<file path="config.mk">
export PLATFORM = sky130hd
export DESIGN_NAME = dpram_seq_fsm
export DESIGN_NICKNAME = d
export VERILOG_FILES = /design/src/rtl/dpram_seq_fsm.sv
export SDC_FILE = /design/constraint.sdc
export NUM_CORES = 1
export LEC_CHECK = 0
export BUFFER_PORTS_ARGS = -buffer_cell sky130_fd_sc_hd__buf_4
export CORE_UTILIZATION = 40
export CTS_CLUSTER_SIZE = 16
export DETAILED_ROUTE_END_ITERATION = 12
export GPL_ROUTABILITY_DRIVEN = 0
export GPL_TIMING_DRIVEN = 0
export PLACE_DENSITY = 0.77
export SLEW_MARGIN = 20
export SYNTH_ARGS = -nofsm -noshare
export SYNTH_HDL_FRONTEND = slang
export SYNTH_SLANG_ARGS = --single-unit
</file>
<file path="constraint.sdc">
create_clock -name clk -period 1.7 [get_ports clk]
set_input_delay 0.085 -clock clk [delete_from_list [all_inputs] [get_ports clk]]
set_output_delay 0.085 -clock clk [all_outputs]
set_load 0.02 [all_outputs]
</file>
<file path="src/rtl/dpram_seq_fsm.sv">
// dpram_seq_fsm: command sequencer for a dual-port RAM.
// Runs whole-memory FILL / INC / CLEAR and a single-word POKE, using both
// RAM ports in parallel. While idle it serves a read-only display port.
//
// Ports:
//   clk, reset            clock, asynchronous active-high reset
//   button_code[2:0]      command (0 = none; 1 FILL, 2 INC, 3 CLEAR, 4 POKE)
//   display_addr          word shown while idle; POKE target
//   dout_a, dout_b        RAM read data (1-cycle synchronous read)
//   addr_a, addr_b        RAM addresses
//   din_a, din_b          RAM write data
//   wen_a, wen_b          RAM write enables
//   display_out           registered display word
//   busy                  operation in progress (WRALL/RD/WB)
//   done                  one-cycle pulse at end of each operation
module dpram_seq_fsm #(
    parameter int unsigned DATA_W = 16,
    parameter int unsigned ADDR_W = 10
) (
    input  logic              clk,
    input  logic              reset,
    input  logic [2:0]        button_code,
    input  logic [ADDR_W-1:0] display_addr,
    input  logic [DATA_W-1:0] dout_a,
    input  logic [DATA_W-1:0] dout_b,
    output logic [ADDR_W-1:0] addr_a,
    output logic [ADDR_W-1:0] addr_b,
    output logic [DATA_W-1:0] din_a,
    output logic [DATA_W-1:0] din_b,
    output logic              wen_a,
    output logic              wen_b,
    output logic [DATA_W-1:0] display_out,
    output logic              busy,
    output logic              done
);

    localparam logic [2:0] CMD_FILL  = 3'b001;
    localparam logic [2:0] CMD_INC   = 3'b010;
    localparam logic [2:0] CMD_CLEAR = 3'b011;
    localparam logic [2:0] CMD_POKE  = 3'b100;

    // Pointer value of the last even pair (DEPTH-2).
    localparam logic [ADDR_W-1:0] LAST_PTR = {{(ADDR_W-1){1'b1}}, 1'b0};

    typedef enum logic [2:0] {
        S_IDLE  = 3'd0,
        S_WRALL = 3'd1,
        S_RD    = 3'd2,
        S_WB    = 3'd3,
        S_DONE  = 3'd4
    } state_t;

    state_t            r_state;
    state_t            w_state_nxt;
    logic [ADDR_W-1:0] r_ptr;
    logic [ADDR_W-1:0] w_ptr_nxt;
    logic [ADDR_W-1:0] w_ptr_p1;
    logic [2:0]        r_cmd;
    logic [2:0]        w_cmd_nxt;
    logic [ADDR_W-1:0] r_poke_addr;
    logic [ADDR_W-1:0] w_poke_addr_nxt;
    logic [2:0]        r_btn_q;
    logic              w_accept;
    logic              w_is_poke;
    logic              w_is_fill;

    assign w_ptr_p1  = r_ptr + ADDR_W'(1);
    assign w_is_poke = (r_cmd == CMD_POKE);
    assign w_is_fill = (r_cmd == CMD_FILL);

    // Rising edge of a valid command while idle; a held button never retriggers.
    assign w_accept = (r_state == S_IDLE) && (button_code != 3'b000) &&
                      (r_btn_q == 3'b000) && (button_code <= CMD_POKE);

    // State, pointer, command latches and display register.
    always_ff @(posedge clk or posedge reset) begin
        if (reset) begin
            r_state     <= S_IDLE;
            r_ptr       <= '0;
            r_cmd       <= '0;
            r_poke_addr <= '0;
            r_btn_q     <= '0;
            display_out <= '0;
        end else begin
            r_state     <= w_state_nxt;
            r_ptr       <= w_ptr_nxt;
            r_cmd       <= w_cmd_nxt;
            r_poke_addr <= w_poke_addr_nxt;
            r_btn_q     <= button_code;
            if (r_state == S_IDLE) begin
                display_out <= dout_b;
            end
        end
    end

    // Next-state and RAM-port decode from registered state.
    always_comb begin
        w_state_nxt     = r_state;
        w_ptr_nxt       = r_ptr;
        w_cmd_nxt       = r_cmd;
        w_poke_addr_nxt = r_poke_addr;
        addr_a          = '0;
        addr_b          = '0;
        din_a           = '0;
        din_b           = '0;
        wen_a           = 1'b0;
        wen_b           = 1'b0;
        busy            = 1'b0;
        done            = 1'b0;

        case (r_state)
            S_IDLE: begin
                addr_b = display_addr;
                if (w_accept) begin
                    w_cmd_nxt       = button_code;
                    w_ptr_nxt       = '0;
                    w_poke_addr_nxt = display_addr;
                    if ((button_code == CMD_FILL) || (button_code == CMD_CLEAR)) begin
                        w_state_nxt = S_WRALL;
                    end else begin
                        w_state_nxt = S_RD;
                    end
                end
            end

            S_WRALL: begin
                busy   = 1'b1;
                addr_a = r_ptr;
                addr_b = w_ptr_p1;
                wen_a  = 1'b1;
                wen_b  = 1'b1;
                if (w_is_fill) begin
                    din_a = DATA_W'(r_ptr);
                    din_b = DATA_W'(w_ptr_p1);
                end
                w_ptr_nxt = r_ptr + ADDR_W'(2);
                if (r_ptr == LAST_PTR) begin
                    w_state_nxt = S_DONE;
                end
            end

            S_RD: begin
                busy = 1'b1;
                if (w_is_poke) begin
                    addr_a = r_poke_addr;
                end else begin
                    addr_a = r_ptr;
                    addr_b = w_ptr_p1;
                end
                w_state_nxt = S_WB;
            end

            // Read data for the addresses presented in RD is valid now.
            S_WB: begin
                busy  = 1'b1;
                din_a = dout_a + DATA_W'(1);
                din_b = dout_b + DATA_W'(1);
                wen_a = 1'b1;
                if (w_is_poke) begin
                    addr_a      = r_poke_addr;
                    w_state_nxt = S_DONE;
                end else begin
                    addr_a    = r_ptr;
                    addr_b    = w_ptr_p1;
                    wen_b     = 1'b1;
                    w_ptr_nxt = r_ptr + ADDR_W'(2);
                    if (r_ptr == LAST_PTR) begin
                        w_state_nxt = S_DONE;
                    end else begin
                        w_state_nxt = S_RD;
                    end
                end
            end

            S_DONE: begin
                done        = 1'b1;
                w_state_nxt = S_IDLE;
            end

            default: begin
                w_state_nxt = S_IDLE;
            end
        endcase
    end

endmodule

</file>
Yosys cells after proc, flatten, opt, wreduce, memory -nomap -nowiden --
Cells that the tools add are included.
Storage, ports and cells: register bits after elaboration 45, logic and storage cells 59
Operators by class: add/subtract/negate cells 4, order comparisons 1, equal/unequal tests 12, mux-type cells 22, reductions and logical operators 14
Operators by type and width (count):
- 16-bit case mux with 2 select lines | 2
- 10-bit 2-to-1 mux | 6
- 10-bit case mux with 3 select lines | 2
- 16-bit by 1-bit adder with 16-bit output, second input constant | 2
- 10-bit case mux with 2 select lines | 1
- 3-bit 2-to-1 mux | 4
- 3-bit case mux with 4 select lines | 1
- 10-bit by 1-bit adder with 10-bit output, second input constant | 1
- 10-bit by 2-bit adder with 10-bit output, second input constant | 1
- 10-bit equality test, second input constant | 1
- 3-bit by 1-bit equality test with 1-bit output, second input constant | 3
- 3-bit by 2-bit equality test with 1-bit output, second input constant | 3
- 3-bit equality test, second input constant | 2
- 3-bit logical NOT | 2
- 2-bit inequality test, second input constant | 3
- 3-bit nonzero test | 2
- 1-bit 2-to-1 mux | 4
- 2-bit AND reduction | 2
- 2-bit OR reduction | 2
- 3-bit <= comparator, second input constant | 1
- 1-bit logical AND | 3
- 3-bit AND reduction | 1
- 3-bit OR reduction | 1
- 2-bit 2-to-1 mux | 1
- 2 further kinds | 2

Logic depth before layout (Yosys ltp) --
word-level depth 6, depth in mapped cells 6, mapped depth without buffers 6

Least setup slack after synthesis --
Ideal clock, no wire load.
path kind register to output, start register r_state[2], end output port din_a[9], arrival time 1.532 ns, required time 1.615 ns, setup slack 0.083 ns, stages on the path, launching flop included 6, cell sequence dfrtp_1 > nor2b_1 > buf_2 > nand2_1 > clkbuf_1 > o21ai_0
On the way: word-level cells in the longest chain between the ends 2, elaborated cells on any way between the ends 3
Ends and longest elaborated chain:
- start: declaration | RTL line 53 | state_t r_state;
- start signal: assignment | RTL line 85 | r_state <= w_state_nxt;
- 3-bit by 2-bit equality test with 1-bit output / 3-bit by 1-bit equality test with 1-bit output (equally long branches) | RTL line 111 | case (r_state)
- 16-bit case mux with 2 select lines (*) | RTL line 111
- end: declaration | RTL line 28 | output logic [DATA_W-1:0] din_a,
Every way passes the cells marked *; elsewhere a longest branch is shown, timed or not.

Final worst setup path --
start register r_cmd[1], end output port din_a[2]
On the way: word-level cells in the longest chain between the ends 3
Ends and longest elaborated chain:
- start: declaration | RTL line 58 | logic [2:0] r_cmd;
- start signal: assignment | RTL line 87 | r_cmd <= w_cmd_nxt;
- 3-bit by 1-bit equality test with 1-bit output | RTL line 69 | assign w_is_fill = (r_cmd == CMD_FILL);
- 10-bit 2-to-1 mux | RTL line 132 | if (w_is_fill) begin
- 16-bit case mux with 2 select lines | RTL line 111
No other way between the ends.

==> out/results.tsv <==
metric	value	unit
CTS tree	yes	
DP HPWL	6630	um
min setup slack post-route	-173	ps
#FFs+latches synth	44	
Worst IR Drop VDD	0.000336	V
slew of the pin with the lowest slew margin	439	ps
starting DRC count in detailed routing	134	
mapped cell area	2910	um2
syn nets	356	
Cell Area, Placed	3930	um2
deepest clock path buffer count	2	
WHS	24.8	ps
Pleak	2.33	nW
Starting Density	42.1	%
Hold Crit Endpoint	r_poke_addr[9]	
Hold Path Class	in2reg	
setup violators final	49	
hold path start	display_addr[9]	
crit path cell chain	buf_6 > nor4b_4 > and3_4 > buf_6 > nand2_4 > o21ai_2 > buf_6	
Synth cell types	44	
Area Overhead vs Synth	69.7	%
Post-synth ARST share	100	%
nets	515	
area share of the largest cell type after synthesis	37.9	%
Post-Synthesis Cells	306	
Tmin final	1870	ps
H-tree depth	2	
reg-to-reg endpoint	r_ptr[6]	
most used cell, CP	buf_6	
vias in the first global route	3090	
global-route wire length before repair	15300	um
Arrival @ worst endpoint	1790	ps
num rows	30	
Antenna Nets Post-Route	0	
setup TNS	-5050	ps
drt first pass iters	4	
I/O Buffers	118	
Die Footprint	7610	um2
Tot GR Track Use	26.2	%
PD cells	439	nW/um2
Root Driver	clkbuf_8	
Setup crit start kind	flip-flop	
WP buf/inv	3	
Max stage delay on crit path	440	ps
post-route cell area	4930	um2
Critical Path Sink Type	primary output	
Worst-path clk slew	90	ps
Final Max Tran Viols	0	
outcome	finished with violations	
largest net degree at the start of global routing	34	
Max Cap Viol	0	
Avg Inst Size Synth	9.49	um2
average vias per placed instance	5.32	
num ports	119	
RSZ-0062 raised after global routing	yes	
share of layout cells above drive strength 1	56.4	%
Clock Latency Late Sink	300	ps
chip width	87.2	um
critical path's slowest cell	dfrtp_1	
area leader, netlist	dfrtp_1	
antenna cell count	0	
DIE HEIGHT	87.2	um
fmax	534	MHz
DRC errors left	0	
Hold Crit Depth	2	
failing checks	setup timing	
Reg2Reg Setup Slack	-80	ps
Worst Skew	5.38	ps
Setup CP Type	reg2out	
Seq/Total Area, Yosys	37.9	%
Fin. Hold Viols	0	
Most used DFF post-synth	dfrtp_1	
required time worst endpoint	1620	ps
r2r startpoint	r_cmd[1]	
largest cells by area after synthesis	dfrtp_1 (38%), mux2_2 (7.0%), mux2_4 (6.7%), a22o_1 (5.1%), xor2_1 (5.1%)	
reg2reg path depth	5	
EDFF count, synth	0	
initial antenna violation count	0	
Final period util	110	%
grt ovf	0	
total number of vias	2988	
core area	6910	um2
clock buffer count from CTS	5	
Num Clock Sinks	44	
Slew headroom	70.7	%
average wire per standard cell	17.3	um
Worst path top cell family by delay	simple AND/OR/NAND/NOR gates	
pre-CTS WS	-212	ps
Max FO, Critical Path	5	
Yosys Warn Count	0	
drt total wl	9750	um
-- final cells by class --
class / count / area, um2
flip-flops and latches: 44 / 1100
multi-input cells: 240 / 2000
well taps: 96 / 120
fillers: 497 / 1980
inverters: 6 / 22.5
clock buffers: 6 / 82.6
clock inverters: 2 / 38.8
plain buffers: 15 / 164
repair buffers: 153 / 1400
-- kinds of logic (layout without fill, tap and decap cells) --
| group | count (synthesis) | after routing | share of synthesized area, % |
|---|---|---|---|
| flops | 44 | 44 | 37.9 |
| fa+ha+maj | 3 | 3 | 1.29 |
| xor+xnor | 33 | 33 | 9.95 |
| buf+inv | 22 | 182 | 3.70 |
| compound gates | 52 | 52 | 12.1 |
| mux | 31 | 31 | 13.7 |
| simple gates | 121 | 121 | 21.4 |
-- cells in the mapped netlist, drive strengths merged (2+ instances only) --
cell and instances:
nand4 8, nor3 9, and3 5, a21oi 7, nor2b 3, a211oi 2
a21boi 2, ha 3, clkbuf 6, nor4b 2, buf 10, o21ai 19
a32o 2, nand3 18, dfrtp 44, or3 2, inv 6, nand2 31
xnor2 16, and2 2, a22o 17, xor2 17, mux2 31, nor2 35
-- metal layers --
| metal | global-route usage (%) | up-vias | share of wire [%] |
|---|---|---|---|
| met5 | 0 | - | 0 |
| met2 | 46.7 | 119 | 52 |
| met3 | 9.19 | 17 | 8.4 |
| li1 | - | 1408 | - |
| met4 | 7.75 | 0 | 2.2 |
| met1 | 29.5 | 1444 | 37 |
-- report_power, final --
part / internal [mW] / switching (mW) / total (mW)
Combinational: 0.117 / 0.130 / 0.248
Clock: 0.481 / 0.385 / 0.866
Sequential: 1.05 / 0.00289 / 1.05
-- flip-flops by register name, summed over array words and instances, names as in the netlist --
signal / flops
r_btn_q: 3
r_state: 3
display_out: 16
r_poke_addr: 10
r_cmd: 3
r_ptr: 9
-- worst max-delay path by stage --
stage	start	endpoint	slack, ps	cells after the start
after floorplan	r_state[2]	din_a[9]	80	5
after global placement	r_state[0]	addr_a[5]	-140	6
after detailed placement	r_state[0]	addr_a[5]	-210	6
after CTS	r_state[2]	din_a[9]	-160	7
after global routing	r_cmd[1]	din_b[8]	-240	7
final	r_cmd[1]	din_a[2]	-170	7
-- repair_timing --
action,CTS,global route
resized for setup,125,55
setup buffers,15,9
pin swaps,12,13
cloned,6,1
setup endpoints to repair,78,81
hold buffers,4,0
endpoints found under the hold margin,14,0
-- cell usage in the layout, fill, tap and decap left out, types with 3 or more instances in the layout --
| cell | instances |
|---|---|
| a21oi_1 | 4 |
| a22o_1 | 17 |
| and3_1 | 3 |
| buf_4 | 98 |
| buf_6 | 51 |
| buf_8 | 6 |
| clkbuf_8 | 8 |
| dfrtp_1 | 43 |
| dlygate4sd3_1 | 4 |
| ha_1 | 3 |
| inv_1 | 4 |
| mux2_2 | 18 |
| mux2_4 | 13 |
| nand2_1 | 20 |
| nand2_4 | 8 |
| nand3_1 | 18 |
| nand4_1 | 7 |
| nor2_1 | 23 |
| nor2_2 | 6 |
| nor2_4 | 6 |
| nor3_1 | 6 |
| nor3_4 | 3 |
| o21ai_2 | 15 |
| xnor2_1 | 16 |
| xor2_1 | 17 |
-- per-stage QoR --
step / instances / power (mW) / util [%]
6_report: 562 / 2.17 / 71.4
5_1_grt: 562 / 2.24 / 71.4
4_1_cts: 554 / 2.17 / 67.5
3_5_place_dp: 521 / 1.29 / 56.9
3_3_place_gp: 520 / 1.28 / 56.6
2_1_floorplan: 306 / 1.15 / -
No activity file was read; power rests on OpenSTA's default activity.
